--- config.mk ---
export PLATFORM = sky130hd
export DESIGN_NAME = mux_seq_scan
export DESIGN_NICKNAME = d
export VERILOG_FILES = /design/src/rtl/mux_seq_pkg.sv /design/src/rtl/mux_seq_next_ch.sv /design/src/rtl/mux_seq_scan.sv
export SDC_FILE = /design/constraint.sdc
export NUM_CORES = 1
export LEC_CHECK = 0
export CELL_PAD_IN_SITES_DETAIL_PLACEMENT = 1
export CELL_PAD_IN_SITES_GLOBAL_PLACEMENT = 1
export CORE_MARGIN = 5
export CORE_UTILIZATION = 44
export DETAILED_ROUTE_END_ITERATION = 6
export PLACE_DENSITY = 0.93
export SYNTH_ARGS = -nofsm -noshare
export SYNTH_HDL_FRONTEND = slang
export SYNTH_SLANG_ARGS = --single-unit
--- constraint.sdc ---
create_clock -name clk -period 9.27 [get_ports clk]
set_input_delay 1.854 -clock clk [delete_from_list [all_inputs] [get_ports clk]]
set_output_delay 1.854 -clock clk [all_outputs]
set_load 0.05 [all_outputs]
--- src/rtl/mux_seq_pkg.sv ---
// mux_seq_pkg: shared state and mode encodings for mux_seq_scan
package mux_seq_pkg;
    typedef enum logic [1:0] {IDLE, DIRECT, SCAN_CAP, SCAN_WAIT} state_e;
    localparam logic MODE_DIRECT = 1'b0;
    localparam logic MODE_SCAN = 1'b1;
endpackage

--- src/rtl/mux_seq_next_ch.sv ---
// mux_seq_next_ch: wrapping search for the next set mask bit from a start index
module mux_seq_next_ch
    import mux_seq_pkg::*;
#(
    parameter int NUM_CH = 8,
    localparam int SEL_W = $clog2(NUM_CH)
) (
    input  logic [NUM_CH-1:0] mask,
    input  logic [SEL_W-1:0]  cur,
    input  logic              incl,
    output logic [SEL_W-1:0]  nxt,
    output logic              found
);
    logic [SEL_W-1:0] k;
    // scan offsets high to low so the nearest set bit is the one left standing
    always_comb begin
        nxt = '0;
        found = 1'b0;
        k = '0;
        for (int i = NUM_CH; i >= 1; i--) begin
            k = SEL_W'((int'(cur) + i - int'(incl)) % NUM_CH);
            if (mask[k]) begin
                nxt = k;
                found = 1'b1;
            end
        end
    end
endmodule

--- src/rtl/mux_seq_scan.sv ---
// mux_seq_scan: registered N-channel mux with direct select and masked timed scan
module mux_seq_scan
    import mux_seq_pkg::*;
#(
    parameter int NUM_CH = 8,
    parameter int DATA_W = 1,
    parameter int DWELL_W = 8,
    localparam int SEL_W = $clog2(NUM_CH)
) (
    input  logic                     clk,
    input  logic                     rst_n,
    input  logic                     en,
    input  logic                     mode,
    input  logic [SEL_W-1:0]         sel,
    input  logic [NUM_CH*DATA_W-1:0] din,
    input  logic [NUM_CH-1:0]        ch_mask,
    input  logic [DWELL_W-1:0]       dwell,
    output logic [DATA_W-1:0]        dout,
    output logic [SEL_W-1:0]         dout_ch,
    output logic                     dout_valid,
    input  logic                     dout_ready,
    output logic                     sel_err
);
    state_e state;
    logic [SEL_W-1:0] ptr, low_ch, after_ch;
    logic low_found, after_found;
    logic [DWELL_W-1:0] cnt;
    logic [DATA_W-1:0] ch_data [NUM_CH];
    logic [DATA_W-1:0] sel_data;
    logic sel_bad, stall, xfer;

    for (genvar k = 0; k < NUM_CH; k++) begin : g_ch
        assign ch_data[k] = din[k*DATA_W +: DATA_W];
    end

    assign sel_bad = int'(sel) >= NUM_CH;
    assign sel_data = sel_bad ? '0 : ch_data[sel];
    assign stall = dout_valid && !dout_ready;
    assign xfer = dout_valid && dout_ready;

    mux_seq_next_ch #(.NUM_CH(NUM_CH)) u_low (
        .mask(ch_mask), .cur('0), .incl(1'b1), .nxt(low_ch), .found(low_found)
    );
    mux_seq_next_ch #(.NUM_CH(NUM_CH)) u_after (
        .mask(ch_mask), .cur(ptr), .incl(1'b0), .nxt(after_ch), .found(after_found)
    );

    // control FSM, output sample register, scan pointer and dwell counter
    always_ff @(posedge clk or negedge rst_n) begin
        if (!rst_n) begin
            state <= IDLE;
            ptr <= '0;
            cnt <= '0;
            dout <= '0;
            dout_ch <= '0;
            dout_valid <= 1'b0;
            sel_err <= 1'b0;
        end else if (!en) begin
            state <= IDLE;
            dout_valid <= 1'b0;
        end else begin
            case (state)
                IDLE: begin
                    state <= mode == MODE_DIRECT ? DIRECT : SCAN_CAP;
                    if (mode == MODE_SCAN && low_found) ptr <= low_ch;
                end
                DIRECT: begin
                    if (mode == MODE_SCAN) begin
                        state <= SCAN_CAP;
                        dout_valid <= 1'b0;
                        if (low_found) ptr <= low_ch;
                    end else if (!stall) begin
                        dout <= sel_data;
                        dout_ch <= sel;
                        dout_valid <= 1'b1;
                        sel_err <= sel_bad;
                    end
                end
                SCAN_CAP: begin
                    if (mode == MODE_DIRECT) begin
                        state <= DIRECT;
                        dout_valid <= 1'b0;
                    end else if (ch_mask[ptr]) begin
                        dout <= ch_data[ptr];
                        dout_ch <= ptr;
                        dout_valid <= 1'b1;
                        state <= SCAN_WAIT;
                    end else if (after_found) begin
                        ptr <= after_ch;
                    end
                end
                SCAN_WAIT: begin
                    if (mode == MODE_DIRECT) begin
                        state <= DIRECT;
                        dout_valid <= 1'b0;
                    end else begin
                        if (xfer) dout_valid <= 1'b0;
                        cnt <= xfer ? dwell : dout_valid ? cnt : cnt > DWELL_W'(1) ? cnt - DWELL_W'(1) : '0;
                        if (dout_valid ? xfer && dwell == '0 : cnt <= DWELL_W'(1)) begin
                            state <= SCAN_CAP;
                            if (after_found) ptr <= after_ch;
                        end
                    end
                end
                default: state <= IDLE;
            endcase
        end
    end
endmodule

# [After elaboration in Yosys (flattened, before gate mapping)]
# Index checks and enable logic that the tools add are counted.
[op_classes] mux=95 reduce_logical=13 add_sub_neg=9 order_cmp=13 n_bitwise=2 n_eq_ne=20
[op_table] operator="$mux W3" n=28
[op_table] operator="$mux W1" n=41
[op_table] operator="$lt A3 B4 Y1 const B" n=9
[op_table] operator="$bmux W1 S3" n=11
[op_table] operator="$mux W8" n=3
[op_table] operator="$ne A2 B2 Y1 const B" n=10
[op_table] operator="$ne A4 B4 Y1 const B" n=4
[op_table] operator="$mux W2" n=7
[op_table] operator="$add A3 B3 Y3 const B" n=4
[op_table] operator="$pmux W3 S4" n=1
[op_table] operator="$ge A4 B4 Y1 const B" n=2
[op_table] operator="$gt A8 B1 Y1 const B" n=1
[op_table] operator="$le A8 B1 Y1 const B" n=1
[op_table] operator="$logic_not A8 Y1" n=1
[op_table] operator="$not A3 Y4" n=2
[op_table] operator="$pmux W2 S4" n=1
[op_table] operator="$reduce_and A4 Y1" n=2
[op_table] operator="$reduce_and A8 Y1" n=1
[op_table] operator="$sub A8 B1 Y8 const B" n=1
[op_table] operator="$add A3 B1 Y3 const B" n=2
[op_table] operator="$add A3 B2 Y3 const B" n=2
[op_table] operator="$pmux W3 S2" n=1
[op_table] operator="$reduce_and A6 Y1" n=1
[op_table] operator="$eq A2 B2 Y1 const B" n=2
[op_table] operator="other kinds (11)" n=14
[word_totals] in_bits=32 regBits=18 out_inout_bits=6 elab_cells=158

# [Depth between registers and ports, before layout]
# Gate-level depths: netlist of the first run.
[depth] ltp_word=15 depth_mapped=12 depth_no_buf=9

# [Modules after synthesis]
# A second synthesis of the first run with hierarchy kept.
[unflattened] cells_unflattened=343 hier_area_um2=3061.7
[by_module_without_submodules] module="mux_seq_next_ch" seq_area_each_um2=0.0 cells_per_inst=93 instances=2 area_each_um2=798.3
[by_module_without_submodules] module="mux_seq_scan" seq_area_each_um2=450.4 cells_per_inst=157 instances=1 area_each_um2=1465.2

# [Worst setup path after synthesis of the first run]
# OpenSTA, ideal clock, no wires.
[synth_path] path_type="input port to flip-flop" startpoint="in ch_mask[4]" endpoint="reg ptr[2]" path_slack_ns=5.518 setup_time_ns=0.125 arrival_ns=3.627 path_stages=8 cell_sequence="buf_4 -> mux4_2 -> nor2b_4 -> o32a_1 -> a21o_1 -> a311oi_1 -> o22ai_1 -> mux2_4"
[synth_via] elab_chain_len=14 elab_cells_between_ends=58
[synth_rtl] item="start, declared" line="mux_seq_scan.sv:16" source="input logic [NUM_CH-1:0] ch_mask,"
[synth_rtl] item="$bmux W1 S3" line="mux_seq_next_ch.sv:22" source="if (mask[k]) begin"
[synth_rtl] item="$mux W1 (not written as such)" line="mux_seq_next_ch.sv:22"
[synth_rtl] item="$mux W3 or $mux W1 (tied branches) (8 in series)" line="mux_seq_next_ch.sv:22"
[synth_rtl] item="$mux W3" line="mux_seq_scan.sv:88, mux_seq_scan.sv:101"
[synth_rtl] item="$mux W3, on equally long branches" line="mux_seq_scan.sv:99, mux_seq_scan.sv:83"
[synth_rtl] item="$mux W3, on equally long branches" line="mux_seq_scan.sv:93, mux_seq_scan.sv:80"
[synth_rtl] item="$pmux W3 S4" line="mux_seq_scan.sv:62" source="case (state)"
[synth_rtl] item="end signal, assigned" line="mux_seq_scan.sv:65" source="if (mode == MODE_SCAN && low_found) ptr <= low_ch;"
[synth_rtl] item="end signal, assigned" line="mux_seq_scan.sv:89" source="ptr <= after_ch;"
[synth_rtl] item="end signal, assigned" line="mux_seq_scan.sv:101" source="if (after_found) ptr <= after_ch;"
[synth_rtl] item="end, declared" line="mux_seq_scan.sv:25" source="logic [SEL_W-1:0] ptr, low_ch, after_ch;"
# Several ways; a longest one is shown, not always the timed one. The select of a mux whose other input is x is not followed.
# A chain may end at the register's enable or synchronous reset.

# [Worst setup path after layout of the first run]
[layout_path] startpoint="in ch_mask[0]" endpoint="reg ptr[1]"
# The elaborated chain is that of the path after synthesis.

==> metrics, run 1 <==
status=finished clean; hold bufs inserted after CTS=0; crit-path max FO=12; Final Cycle Share=0.4585; static leakage=0.001027 uW; Mean Syn Cell Area=8.563 sq um; relative slew slack=0.2843; RSZ-0062 raised after global routing=false; Cells after Synth=262; crit-path cells=clkdlybuf4s50_1 > mux4_1 > mux2i_4 > nor2b_1 > or3_1 > nand3b_4 > mux2_4; Die X-Extent=81.41 microns; Crit path largest cell delay=0.67 ns; wire per inst=19.03 microns; sw frac=0.4959; # IOs=38; total track usage=0.2132; commonest non-fill, non-tap cell in the layout=clkdlybuf4s50_1; CTS-repair resized insts=0; crit path kind=primary input to register; initial DRC count=122; Sink Count=18; final wirelength=6679 microns; crit end category=register; VDD IR-drop max=0.0001077 V; pre-CTS setup slack=4.769 ns; GRT overflow=0; most frequent cells in the layout=clkdlybuf4s50_1 (36), nor2_1 (31), o21ai_0 (24), nand2_1 (19), dfrtp_1 (18); antenna viol nets, final=0; worst skew pair latency=0.26 ns; ys async rst share=1.000; DRC Markers=0; IO buf count=36; # nets final=322; Setup Viol. Count Final=0; Die ar.=6627 sq um; DR vias=2162; Area contributors post-synth=dfrtp_1 (20%), mux4_2 (11%), mux2i_1 (6.7%), o21ai_0 (5.4%), nor2_1 (5.2%); Slew @ Worst Pin=1.074 ns; clock network power share=0.093; Die Y=81.41 microns; final hold violation count=0; initial cell density of the core=0.4449; Gate power share=0.684; cell taking the most area after synthesis=dfrtp_1; Clock Path Buffers=2; Most used DFF post-synth=dfrtp_1; clk_skew=0.001399 ns; Layout area overhead=16.95%; TritonCTS Buffers=3; TritonCTS clock tree=built; pwr/cell area=270.7 nW/um^2; CP startpoint kind=primary input; synthesized flop and latch total=18; drt via density=6.160; H-tree Lvls=1; Reg power frac=0.223; Synth top area share=0.2008; clk root buf=clkbuf_8; Site Rows=26; first-pass GRT wire length=11030 microns; GPL Wtd Cong=0.8396; library cells used by synthesis=58; sequential share of the synthesized area=0.2008; syn_nets=302; synthesized area=2243 sq um; Pre-Repair DR Iteration Count=4; Setup TNS=0 ns; required time worst endpoint=9.42 ns; pin count of the biggest net entering global routing=23; Setup WS post-layout=5.019 ns; P_int=358.1 uW; share of cells above drive strength 1=0.09253; EDFF count, synth=0; initial antenna violation count=0; Tmin final=4.251 ns; number of global-route vias before repair=2277; CP arrival=4.40 ns; # diodes=0; Sw Pwr=352.3 uW; Worst Path Buf+Inv=1; critical path's top delay family=multiplexers; hold crit path type=register to register; Maximum Capacitance Violations=0; Core ar.=5042 sq um; Post-CTS Setup Inserts=0; Reg clk slew, reported paths=0.07 ns; Detail Placement HPWL=5088 microns; f_max=235.3 MHz; crit path max-delay cell type=mux4_1; warnings from Yosys=0; Pins Over Slew Limit=0
## final cells by class
| class | instances | area [sq um] |
|---|---|---|
| clock buffer | 4 | 55.05 |
| fill | 620 | 2419 |
| inverter | 14 | 52.55 |
| multi-input combinational | 209 | 1618 |
| sequential | 18 | 450.4 |
| tap | 70 | 87.58 |
| timing repair buffer | 36 | 360.3 |
## stage by stage
| step | utilization | std cells | hold slack, ns | total power (uW) | area, sq um |
|---|---|---|---|---|---|
| 2_1_floorplan | - | 262 | 0.4710 | 518.3 | 2243 |
| 3_3_place_gp | 0.5094 | 347 | 0.4693 | 613.3 | 2569 |
| 3_5_place_dp | 0.5094 | 347 | 0.4819 | 640.3 | 2569 |
| 4_1_cts | 0.5203 | 351 | 0.4980 | 710.7 | 2624 |
| 5_1_grt | 0.5203 | 351 | 0.5356 | 767.1 | 2624 |
| 6_report | 0.5203 | 351 | 0.4893 | 710.3 | 2624 |
## final timing paths
path	end	cells after the start	from	slack (ns)
min in group asynchronous	cnt[6]	1	rst_n	2.08
max in group asynchronous	cnt[4]	1	rst_n	6.66
hold reg to reg	dout	2	dout	0.49
setup reg to reg	ptr[2]	9	ptr[0]	5.65
setup / recovery	ptr[1]	7	ch_mask[0]	5.02
hold / removal	dout	2	dout	0.49
## synthesized netlist by cell type, drive strengths merged (2+ instances only)
cell     n
mux2i   16
mux2     6
a311oi   3
nor3     7
buf     14
o211ai   4
ha       8
nor2b    5
nand2   19
a221oi   2
nor4     6
a31oi    4
o22ai    3
nand4    2
or3      2
a21oi   16
xor2     2
nand3b   2
mux4    15
dfrtp   18
o21ai   25
and2     4
o41ai    2
clkbuf   7
nor2    31
nand2b   3
inv     14
nand3    4
## routing by layer
layer	vias up	track usage	share of wire
li1	1027	-	-
met1	1067	0.2659	0.43
met2	58	0.3779	0.52
met3	10	0.01663	0.040
met4	0	0.08446	0.018
met5	-	0	0
## cell families (layout without fill, tap and decap cells)
group / after synthesis / count (layout) / synth area share
compound gates: 70 / 70 / 0.1924
buf+inv: 35 / 54 / 0.07807
flops: 18 / 18 / 0.2008
fa+ha+maj: 8 / 8 / 0.04462
mux: 37 / 37 / 0.2677
xor+xnor: 2 / 2 / 0.007810
other cells: 1 / 1 / 0.001672
simple gates: 91 / 91 / 0.2069
## power groups by stage
| stage | clock (uW) | sequential [uW] | combinational (uW) |
|---|---|---|---|
| 2_1_floorplan | 0 | 158 | 360 |
| 3_3_place_gp | 0 | 156 | 458 |
| 3_5_place_dp | 0 | 159 | 481 |
| 4_1_cts | 67.7 | 158 | 485 |
| 5_1_grt | 72.4 | 166 | 528 |
| 6_report | 66.2 | 158 | 486 |
## flip-flops by register name, summed over array words and instances, names as in the netlist
signal,count
dout,1
ptr,3
dout_ch,3
cnt,8
dout_valid,1
state,2
## worst register-to-register path: cells and delay by family, from the launching register on
kind | cells | cell delay (ns)
flip-flops | 1 | 1.05
AO/OA/AOI/OAI | 4 | 0.83
multiplexers | 2 | 0.70
adder cells (fa/ha/maj) | 1 | 0.57
buffers and inverters | 1 | 0.20
AND/OR/NAND/NOR | 1 | 0.15
Note: power is estimated with default switching activity, not from simulation.
==> run 2, diff against run 1 <==
- CORE_UTILIZATION: 44 -> 41
- PLACE_DENSITY: 0.93 -> 0.88
- clock period: 9.27 -> 4.25 ns (I/O delays scaled with it)
==> metrics, run 2 (synthesis results as in run 1) <==
Final Util=0.4861 (was 0.5203); Die X-Extent=83.97 microns (was 81.41 microns); commonest non-fill, non-tap cell in the layout=clkdlybuf4s50_1 (unchanged); Tmin final=3.182 ns; Die Y=83.97 microns (was 81.41 microns); clk_skew=0.003437 ns (was 0.001399 ns); Multi-input gate area=1618 sq um (unchanged); first-pass GRT wire length=10400 microns (was 11030 microns); crit-path max FO=11 (was 12); clock network power share=0.080 (was 0.093); crit path kind=primary input to register (unchanged); RSZ-0062 raised after global routing=false (unchanged); required time worst endpoint=4.39 ns (was 9.42 ns); Clock Path Buffers=2 (unchanged); # diodes=0 (unchanged); IO buf count=36 (unchanged); # IOs=38 (unchanged); DR vias=2130 (was 2162); Final Cycle Share=0.7488; most frequent cells in the layout=clkdlybuf4s50_1 (36), nor2_1 (31), o21ai_0 (24), nand2_1 (19), dfrtp_1 (18) (unchanged); Sw Pwr=733.9 uW (was 352.3 uW); Top Registers=cnt x8, dout_ch x3, ptr x3 (unchanged); Setup Viol. Count Final=0 (unchanged); Reg power frac=0.188 (was 0.223); TritonCTS clock tree=built (unchanged); wire per inst=17.29 microns (was 19.03 microns); VDD IR-drop max=0.0002423 V (was 0.0001077 V); Detail Placement HPWL=4802 microns (was 5088 microns); Reg clk slew, reported paths=0.06 ns (was 0.07 ns); Die ar.=7051 sq um (was 6627 sq um); f_max=314.2 MHz; Slew @ Worst Pin=0.8569 ns (was 1.074 ns); drt via density=6.017 (was 6.160); DRC Markers=0 (unchanged); initial antenna violation count=0 (unchanged); Core ar.=5405 sq um (was 5042 sq um); CTS-repair resized insts=0 (unchanged); final wirelength=6121 microns (was 6679 microns); # nets final=324 (was 322); Pins Over Slew Limit=0 (unchanged); antenna viol nets, final=0 (unchanged); Crit path largest cell delay=0.60 ns (was 0.67 ns); Worst Path Buf+Inv=1 (unchanged); number of global-route vias before repair=2133 (was 2277); pwr/cell area=571.9 nW/um^2 (was 270.7 nW/um^2); placed insts=351 (was 347); Reg with most FFs=cnt (unchanged); GPL Wtd Cong=0.8574 (was 0.8396); initial DRC count=47 (was 122); Site Rows=27 (was 26); status=finished clean (unchanged); initial cell density of the core=0.4150 (was 0.4449); final hold violation count=0 (unchanged); fillcell total=654 (was 620); Seq. cell area=450.4 sq um (unchanged); TritonCTS Buffers=3 (unchanged); Gate power share=0.732 (was 0.684); crit path max-delay cell type=clkdlybuf4s50_1 (was mux4_1); clk root buf=clkbuf_8 (unchanged); GRT overflow=0 (unchanged); hold crit path type=register to register (unchanged); max reg flops=8 (unchanged); P_int=768.9 uW (was 358.1 uW); Maximum Capacitance Violations=0 (unchanged); static leakage=0.001030 uW (was 0.001027 uW); critical path's top delay family=multiplexers (unchanged); relative slew slack=0.4269 (was 0.2843); share of cells above drive strength 1=0.09574 (was 0.09253); sw frac=0.4884 (was 0.4959); crit-path cells=clkdlybuf4s50_1 > mux4_2 > nor2b_4 > o32a_1 > a21o_1 > a311oi_1 > o22ai_1 > mux2_4 (was clkdlybuf4s50_1 > mux4_1 > mux2i_4 > nor2b_1 > or3_1 > nand3b_4 > mux2_4); Setup TNS=0 ns (unchanged); Layout area overhead=17.12% (was 16.95%); CP arrival=3.32 ns (was 4.40 ns); worst skew pair latency=0.25 ns (was 0.26 ns); Pre-Repair DR Iteration Count=4 (unchanged); crit end category=register (unchanged); CP startpoint kind=primary input (unchanged); hold bufs inserted after CTS=0 (unchanged); total track usage=0.1755 (was 0.2132); pin count of the biggest net entering global routing=23 (unchanged); H-tree Lvls=1 (unchanged); Final Non-Filler Cells=354 (was 351); Sink Count=18 (unchanged); Post-CTS Setup Inserts=0 (unchanged)
run 2: worst reg2reg max path, stage by stage (launching register included):
cell	delay, ns
dfrtp_1	0.32
buf_4	0.30
inv_1	0.15
ha_1	0.48
mux4_2	0.41
nor2b_4	0.15
o32a_1	0.29
a21o_1	0.17
a311oi_1	0.27
o22ai_1	0.13
mux2_4	0.28
run 2: layout make-up:
class	count	share of cell area
Tap cell	72	0.03429
Sequential cell	18	0.1714
Clock buffer	3	0.01571
Inverter	14	0.02000
Timing Repair Buffer	38	0.1429
Multi-Input combinational cell	209	0.6157
run 2: path summary, 6_finish.rpt:
kind / start / endpoint / slack [ns] / depth (start not counted)
worst max-delay path: ch_mask[5] / ptr[2] / 1.07 / 8
worst min-delay path: dout_ch[1] / dout_ch[1] / 0.48 / 2
worst max register to register: ptr[0] / ptr[2] / 1.19 / 10
worst min register to register: dout_ch[1] / dout_ch[1] / 0.48 / 2
max in group asynchronous: rst_n / dout / 2.64 / 1
min in group asynchronous: rst_n / cnt[6] / 1.08 / 1
run 2: power by group through the flow:
| stage | clock (uW) | sequential, uW | combinational, uW |
|---|---|---|---|
| after global placement | 0 | 283 | 1070 |
| after global routing | 133 | 294 | 1210 |
| after detailed placement | 0 | 286 | 1090 |
| final | 120 | 282 | 1100 |
| after floorplan | 0 | 345 | 786 |
| after CTS | 122 | 283 | 1100 |
run 2: per-layer routing:
layer | vias to the layer above | GRT usage | part of all wire
met3 | 6 | 0.01185 | 0.027
li1 | 1024 | - | -
met5 | - | 0 | 0
met1 | 1063 | 0.2257 | 0.44
met2 | 37 | 0.3174 | 0.52
met4 | 0 | 0.04386 | 0.013
run 2: metrics by stage:
stage               hold WS (ns)  setup slack (ns)  power (uW)  instance area, sq um
finish                    0.4782             1.068        1503                  2628
global route              0.5320            0.9216        1634                  2628
CTS                       0.4871             1.090        1508                  2628
detailed placement        0.4721            0.8215        1381                  2586
global placement          0.4649            0.8614        1350                  2586
floorplan                 0.4710             1.257        1131                  2243
==> run 3, diff against run 2 <==
- CORE_UTILIZATION: 41 -> 37
- PLACE_DENSITY: 0.88 -> 0.84
- clock period: 4.25 -> 2.7 ns (I/O delays scaled with it)
==> metrics, run 3 (synthesis results as in run 1) <==
final hold violation count=0 (unchanged); GRT overflow=0 (unchanged); critical path's top delay family=compound AO/OA/AOI/OAI gates (was multiplexers); hold crit path type=register to register (unchanged); WHS Path Cells=2 (unchanged); initial antenna violation count=0 (unchanged); clk root buf=clkbuf_8 (unchanged); total track usage=0.1919 (was 0.1755); # diodes=0 (unchanged); most frequent cells in the layout=buf_4 (42), nor2_1 (31), clkdlybuf4s50_1 (28), o21ai_0 (23), nand2_1 (19) (was clkdlybuf4s50_1 (36), nor2_1 (31), o21ai_0 (24), nand2_1 (19), dfrtp_1 (18)); hold path startpoint=dout (was dout_ch[1]); Layout area overhead=32.52% (was 17.12%); crit path max-delay cell type=dfrtp_1 (was clkdlybuf4s50_1); R2R setup slack=0.09 ns (was 1.19 ns); WHS Endpoint=dout (was dout_ch[1]); max reg flops=8 (unchanged); DRC Markers=0 (unchanged); Final Util=0.5021 (was 0.4861); # nets final=366 (was 324); number of global-route vias before repair=2406 (was 2133); Top Registers=cnt x8, dout_ch x3, ptr x3 (unchanged); initial DRC count=112 (was 47); IO buf count=36 (unchanged); worst skew pair latency=0.26 ns (was 0.25 ns); Detail Placement HPWL=5668 microns (was 4802 microns); R2R Path End=ptr[2] (unchanged); VDD IR-drop max=0.0005177 V (was 0.0002423 V); relative slew slack=0.5956 (was 0.4269); dpl cell area=2908 sq um (was 2586 sq um); Final Cycle Share=0.9648; Reg with most FFs=cnt (unchanged); Multi-input gate area=1627 sq um (was 1618 sq um); R2R depth=9 (was 10); first-pass GRT wire length=11870 microns (was 10400 microns); CP arrival=2.75 ns (was 3.32 ns); Die ar.=7720 sq um (was 7051 sq um); Slew @ Worst Pin=0.5991 ns (was 0.8569 ns); Die X-Extent=87.87 microns (was 83.97 microns); clk_skew=0.001424 ns (was 0.003437 ns); Pre-Repair DR Iteration Count=4 (unchanged); Core ar.=5921 sq um (was 5405 sq um); final wirelength=7056 microns (was 6121 microns); GPL Wtd Cong=0.8525 (was 0.8574); Reg clk slew, reported paths=0.07 ns (was 0.06 ns); DR vias=2275 (was 2130); f_max=383.9 MHz; initial cell density of the core=0.3789 (was 0.4150); crit-path max FO=5 (was 11); Worst Path Buf+Inv=1 (unchanged); antenna viol nets, final=0 (unchanged); Seq. cell area=450.4 sq um (unchanged); Site Rows=28 (was 27); commonest non-fill, non-tap cell in the layout=buf_4 (was clkdlybuf4s50_1); Maximum Capacitance Violations=0 (unchanged); Pins Over Slew Limit=0 (unchanged); design area=2973 sq um (was 2628 sq um); fillcell total=717 (was 654); TritonCTS Buffers=3 (unchanged); wire per inst=17.64 microns (was 17.29 microns); H-tree Lvls=1 (unchanged); TritonCTS clock tree=built (unchanged); crit end category=register (unchanged); crit path kind=register to register (was primary input to register); reg2reg start=ptr[0] (unchanged); RSZ-0062 raised after global routing=false (unchanged); pwr/cell area=923.8 nW/um^2 (was 571.9 nW/um^2); status=finished clean (unchanged); crit-path cells=inv_1 > ha_1 > mux4_2 > nor2b_4 > o32a_1 > a21o_1 > a311oi_1 > o22ai_1 > mux2_4 (was clkdlybuf4s50_1 > mux4_2 > nor2b_4 > o32a_1 > a21o_1 > a311oi_1 > o22ai_1 > mux2_4); required time worst endpoint=2.85 ns (was 4.39 ns); Tmin final=2.605 ns; Clock Path Buffers=2 (unchanged); static leakage=0.001258 uW (was 0.001030 uW); Sink Count=18 (unchanged); Post-CTS Setup Inserts=0 (unchanged); # IOs=38 (unchanged); hold bufs inserted after CTS=0 (unchanged); Die Y=87.87 microns (was 83.97 microns); Crit path largest cell delay=0.42 ns (was 0.60 ns); Setup Viol. Count Final=0 (unchanged); CP startpoint kind=register (was primary input); share of cells above drive strength 1=0.2277 (was 0.09574); drt via density=5.688 (was 6.017); pin count of the biggest net entering global routing=19 (was 23); CTS-repair resized insts=7 (was 0)
## run 3: stage by stage
stage	worst slack [ns]	hold WS, ns	cells	power, uW	setup TNS [ns]
after floorplan	0.001103	0.2444	262	1805	0
after global placement	-0.3003	0.4676	396	2384	-0.9303
after detailed placement	-0.4056	0.4786	396	2476	-1.635
after CTS	0.05130	0.4962	400	2717	0
after global routing	0.004324	0.5160	400	2946	0
final	0.09491	0.4876	400	2746	0
## run 3: area by class of cell
| class | instances | area share |
|---|---|---|
| multi-input combinational | 209 | 0.5471 |
| timing repair buffer | 80 | 0.2327 |
| sequential | 18 | 0.1515 |
| tap | 75 | 0.03157 |
| clock buffer | 4 | 0.01852 |
| inverter | 14 | 0.01852 |
## run 3: report_power, final
group / internal, uW / switching (uW)
Sequential: 357 / 83.5
Combinational: 972 / 1100
Clock: 130 / 100
## run 3: worst max-delay path by stage
stage / slack [ns] / startpoint / to / cells past startpoint
after floorplan: 0.001 / ptr[0] / ptr[2] / 11
after global placement: -0.30 / ch_mask[5] / ptr[2] / 8
after detailed placement: -0.41 / ch_mask[5] / ptr[2] / 8
after CTS: 0.05 / ch_mask[0] / ptr[1] / 8
after global routing: 0.004 / ptr[0] / ptr[2] / 9
final: 0.09 / ptr[0] / ptr[2] / 9
## run 3: metal layers
| metal | vias up | wire (microns) | share of wire | global-route usage |
|---|---|---|---|---|
| met5 | - | 0 | 0 | 0 |
| met2 | 48 | 3577 | 0.51 | 0.3473 |
| met4 | 0 | 97 | 0.014 | 0.05160 |
| met3 | 9 | 254 | 0.036 | 0.01505 |
| met1 | 1117 | 3126 | 0.44 | 0.2447 |
| li1 | 1101 | - | - | - |
## run 3: worst register-to-register path: cells and delay by family (launching register included)
kind / cells / cell delay (ns)
DFF: 1 / 0.42
buffers and inverters: 1 / 0.11
adders and majority gates: 1 / 0.33
muxes: 2 / 0.63
AOI/OAI and AO/OA: 4 / 0.85
and+or+nand+nor: 1 / 0.15
